<file path="config.mk">
export PLATFORM = sky130hd
export DESIGN_NAME = exe_mem_stage
export DESIGN_NICKNAME = d
export VERILOG_FILES = /design/src/rtl/exe_mem_stage.sv
export SDC_FILE = /design/constraint.sdc
export NUM_CORES = 1
export LEC_CHECK = 0
export ABC_CLOCK_PERIOD_IN_PS = 2200
export CAP_MARGIN = 20
export CORE_UTILIZATION = 40
export DETAILED_ROUTE_END_ITERATION = 10
export MAX_ROUTING_LAYER = met4
export PLACE_DENSITY = 0.8
export SYNTH_ARGS = -nofsm -noshare
export SYNTH_HDL_FRONTEND = slang
export SYNTH_SLANG_ARGS = --single-unit
</file>
<file path="constraint.sdc">
create_clock -name clk -period 2.2 [get_ports clk]
set_input_delay 0.33 -clock clk [delete_from_list [all_inputs] [get_ports clk]]
set_output_delay 0.33 -clock clk [all_outputs]
set_load 0.01 [all_outputs]
</file>
<file path="src/rtl/exe_mem_stage.sv">
// exe_mem_stage: EXE->MEM pipeline register with a req/ack data-memory access unit.
// One word load/store per captured instruction; a stuck access is aborted after TIMEOUT_CYCLES.
module exe_mem_stage #(
    parameter int TIMEOUT_CYCLES = 16
) (
    input  logic        clk,
    input  logic        reset,
    input  logic        ena,
    input  logic [31:0] exe_alu_result,
    input  logic        exe_alu_nochange,
    input  logic [31:0] exe_mem_addr,
    input  logic [31:0] exe_GPR_rt,
    input  logic        exe_mem_rd,
    input  logic        exe_mem_wr,
    input  logic        exe_GPR_we,
    input  logic [4:0]  exe_GPR_waddr,
    input  logic [1:0]  exe_GPR_wsel,
    input  logic [31:0] exe_pc,
    output logic        dmem_req,
    output logic        dmem_we,
    output logic [31:0] dmem_addr,
    output logic [31:0] dmem_wdata,
    input  logic        dmem_ack,
    input  logic [31:0] dmem_rdata,
    output logic        mem_busy,
    output logic        mem_addr_err,
    output logic        mem_bus_err,
    output logic        mem_GPR_we,
    output logic [4:0]  mem_GPR_waddr,
    output logic [31:0] mem_GPR_wdata
);
    localparam int CW = $clog2(TIMEOUT_CYCLES);

    typedef enum logic {IDLE, REQ} state_t;

    state_t        state_q, state_d;
    logic [CW-1:0] cnt_q;
    logic [31:0]   alu_q, pc_q, rdata_q, addr_q, wdata_q;
    logic [4:0]    waddr_q;
    logic [1:0]    wsel_q;
    logic          we_q, nochange_q, err_q, req_q, dwe_q, addr_err_q, bus_err_q;
    logic          cap, mem_op, misal, issue, done, tout;

    assign cap    = (state_q == IDLE) && ena;
    assign mem_op = exe_mem_rd || exe_mem_wr;
    assign misal  = |exe_mem_addr[1:0];
    assign issue  = cap && mem_op && !misal;
    assign done   = (state_q == REQ) && dmem_ack;
    // ack has priority: timeout only fires on a cycle without ack
    assign tout   = (state_q == REQ) && !dmem_ack && (cnt_q == CW'(TIMEOUT_CYCLES - 1));

    always_comb begin
        state_d = state_q;
        state_d = (state_q == IDLE) ? (issue ? REQ : IDLE) : ((done || tout) ? IDLE : REQ);
    end

    always_ff @(posedge clk or negedge reset) begin
        if (!reset) begin
            state_q    <= IDLE;
            cnt_q      <= '0;
            alu_q      <= '0;
            pc_q       <= '0;
            rdata_q    <= '0;
            addr_q     <= '0;
            wdata_q    <= '0;
            waddr_q    <= '0;
            wsel_q     <= '0;
            we_q       <= 1'b0;
            nochange_q <= 1'b0;
            err_q      <= 1'b0;
            req_q      <= 1'b0;
            dwe_q      <= 1'b0;
            addr_err_q <= 1'b0;
            bus_err_q  <= 1'b0;
        end else begin
            state_q    <= state_d;
            addr_err_q <= cap && mem_op && misal;
            bus_err_q  <= tout;
            if (cap) begin
                alu_q      <= exe_alu_result;
                nochange_q <= exe_alu_nochange;
                we_q       <= exe_GPR_we;
                waddr_q    <= exe_GPR_waddr;
                wsel_q     <= exe_GPR_wsel;
                pc_q       <= exe_pc;
                err_q      <= mem_op && misal;
            end
            if (issue) begin
                req_q   <= 1'b1;
                dwe_q   <= exe_mem_wr;
                addr_q  <= {exe_mem_addr[31:2], 2'b00};
                wdata_q <= exe_GPR_rt;
                cnt_q   <= '0;
            end else if (state_q == REQ) begin
                cnt_q <= cnt_q + CW'(1);
                if (done || tout) req_q <= 1'b0;
                if (done && !dwe_q) rdata_q <= dmem_rdata;
                if (tout) err_q <= 1'b1;
            end
        end
    end

    assign dmem_req      = req_q;
    assign dmem_we       = dwe_q;
    assign dmem_addr     = addr_q;
    assign dmem_wdata    = wdata_q;
    assign mem_busy      = (state_q == REQ);
    assign mem_addr_err  = addr_err_q;
    assign mem_bus_err   = bus_err_q;
    assign mem_GPR_we    = we_q && !nochange_q && !err_q && !mem_busy;
    assign mem_GPR_waddr = waddr_q;
    assign mem_GPR_wdata = (wsel_q == 2'b01) ? rdata_q :
                           (wsel_q == 2'b10) ? pc_q + 32'd8 : alu_q;
endmodule
</file>
==> summary.md <==
| Metric | Value |
|---|---|
| Dominant cell type by area after synthesis | dfrtp_1 |
| Maximum VDD drop | a little over 0.6 mV |
| H-tree depth | 4 |
| FF+latch count, synth | ~180 |
| Asr flop ratio synth | 100.0% |
| Dpl cells | 1176 |
| Failing checks | setup timing |
| Worst hold slack | ~0.47 ns |
| Synthesized area per cell | 13.36 um^2 |
| Slew @ Worst Pin | 0.5789 ns |
| Final WL | about 24000 um |
| Crit path required time | 1.87 ns |
| Die Y-Extent | approximately 140 um |
| Clock-pin slew on the worst setup and hold paths | 0.07 ns |
| Place WS | -0.1724 ns |
| First-pass GRT wire length | 36820 um |
| Port buffer count | 279 |
| Post-route cell area | 12740 um^2 |
| Row count | 51 |
| Power Density | 875.1 nW/um^2 |
| Max-slew violation count | 0 |
| Pwr Total | 11.15 mW |
| Seq/Total Area, Yosys | 54.19% |
| Setup TNS | -6.017 ns |
| Placer Congestion | 0.8320 |
| Status | finished, violations left |
| Area fraction of the dominant cell type after synthesis | 54.19% |
| Vias in the first global route | 6764 |
| Final hold violation count | 0 |
| Crit Path Category | reg -> out |
| Full die area | 21010 um^2 |
| Initial Utilization | 41.46% |
| # clock sinks | 177 |
| Worst Path Arrival | 2.24 ns |
| Pleak | 5.364 nW |
| # IOs | 282 |
| Area grow syn2layout | 55.90% |
| TritonCTS buffer count | 17 |
| Largest net degree at the start of global routing | 77 |
| Root Driver | clkbuf_16 |
| Global route overflow | 0 |
| Clock Path Buffers | 2 |
| Top layer in use | met4 |
| Largest cells by area after synthesis | dfrtp_1, mux2_2, xor2_1 |
| Final Core Density | between 60% and 70% |
| Die Wd | 145.0 um |
| Ys flop type | dfrtp_1 |
| Area after DPL | about 12000 um^2 |
| M1 wire length | 9407 um |
| Max-cap check violation count | 0 |
| Via Count | 6245 |
| Number of fill cells | 1502 |
| Setup crit end kind | output pin |
| CTS tree | built |
| GRT Util Overall | 23.52% |
| Drt drc | 0 |
| Drt pass-1 iters | 4 |
| Synth Instances | 612 |
| Cell Count, Final, Fillers Out | 1239 |
| Slew margin rel. | between 60 and 70% |
| Max Fclk | 389.8 MHz |
| Core box area | about 20000 um^2 |
| Crit start category | flop |
| HPWL after DPL | 16530 um |
| EDFF count, synth | 0 |
| Later-pin clock latency in the skew report | 0.43 ns |
| Met2 wire len | 11830 um |
| DR iter-0 viols | between 200 and 250 |
| Final nets | 1137 |
| Final WS setup | -0.3652 ns |
| Hold crit path type | in -> async |
| Antenna Nets Post-Route | 0 |
| Count of cell types in the netlist | 45 |
| Antenna violations before repair | 1 |
| Period utilisation layout | 116.6% |
| Commonest non-fill, non-tap cell in the layout | clkdlybuf4s50_1 |
| Avg WL per Cell | 18.97 um |
| Crit-path max FO | 3 |
| RSZ-0062 raised after global routing | true |
| Layout cell share with drive strength beyond 1 | 38.85% |
| Via/cell ratio | 5.040 |
| Post-Syn Area | 8174 um^2 |
| Routed met3 length | about 1900 um |
| Minimum clock period | 2.565 ns |
| Most frequent cells in the layout | clkdlybuf4s50_1, mux2_2, dfrtp_1, buf_4, buf_6 |
| Setup Skew | roughly 0.012 ns |
| Final setup vio count | 24 |
| Synth warn | 0 |
==> final cells by class <==
type	count	area [um^2]	area share, %
antenna	1	2.502	0.01964
inverter	4	15.01	0.1178
clock inverter	15	192.7	1.512
multi-input combinational	392	3679	28.87
sequential	177	4432	34.78
clock buffer	17	425.4	3.338
tap	265	331.6	2.602
timing repair buffer	368	3666	28.77
==> registers in the layout, indices dropped and copies added, names as in the netlist, 2 cells and up <==
name,flops
alu_q,32
dmem_wdata,32
pc_q,32
rdata_q,32
dmem_addr,30
mem_GPR_waddr,5
cnt_q,4
wsel_q,2
==> Yosys cell counts, types with 2 or more instances <==
master / count
ha_1: 2
o21ai_0: 21
and3_1: 4
mux2_1: 4
xor2_1: 18
buf_4: 8
clkbuf_1: 10
nor2_1: 18
xnor2_1: 10
buf_6: 4
a22oi_1: 17
nand4_1: 9
o21ai_1: 10
mux2i_1: 12
a21o_1: 2
inv_1: 4
nand3_1: 15
and4_1: 2
nand2_1: 19
nor3_1: 4
mux2_2: 188
a211oi_1: 5
buf_1: 2
nor2b_1: 6
a21oi_1: 7
nand4_4: 2
dfrtp_1: 177
buf_2: 15
==> what timing repair did <==
item,4_1_cts,5_1_grt
endpoints found under the hold margin,62,0
gates resized for setup,155,40
hold buffers,1,0
pin swaps,27,23
gates cloned,1,1
buffers inserted,18,9
endpoints found under the setup margin,32,33
==> where the power goes <==
part | switching [mW] | internal, mW | total, mW
clock network | 1.49 | 1.65 | 3.14
logic | 1.39 | 2.17 | 3.56
registers | 0.460 | 3.99 | 4.45
==> worst paths after layout <==
path,start,end,slack [ns],depth (start not counted)
setup / recovery,pc_q[8],mem_GPR_wdata[24],-0.37,9
hold / removal,reset,alu_q[12],0.47,2
setup reg to reg,mem_busy,dmem_we,0.44,6
hold reg to reg,dmem_wdata[27],dmem_wdata[27],0.49,1
max in group asynchronous,reset,alu_q[30],1.08,3
min in group clk,exe_alu_result[3],alu_q[3],0.47,3
==> cells by family (layout without fill, tap and decap cells) <==
| kind of cell | after synthesis | in the layout | synth area share, % |
|---|---|---|---|
| DFF | 177 | 177 | 54.19 |
| and+or+nand+nor | 88 | 88 | 6.215 |
| xor gates and xnor gates | 28 | 28 | 3.000 |
| AOI/OAI and AO/OA | 68 | 68 | 5.220 |
| buffers and inverters | 44 | 404 | 3.107 |
| other | 1 | 3 | 0.04588 |
| adders and majority gates | 2 | 2 | 0.3061 |
| muxes | 204 | 204 | 27.92 |
==> layer usage <==
metal / GRT usage (%) / up-vias
met4: 6.702 / 0
met3: 7.516 / 28
met5: - / -
met1: 27.14 / 3089
met2: 39.11 / 235
li1: - / 2893
==> critical path, cell delays in order (launching register included) <==
cell and delay, ns:
dfrtp_1 0.39, nand4_4 0.15, nor4_4 0.35, buf_2 0.20, buf_6 0.11, buf_6 0.09, nand3_2 0.08, xor2_1 0.16
o21ai_1 0.13, buf_2 0.15
Note: power is estimated with default switching activity, not from simulation.
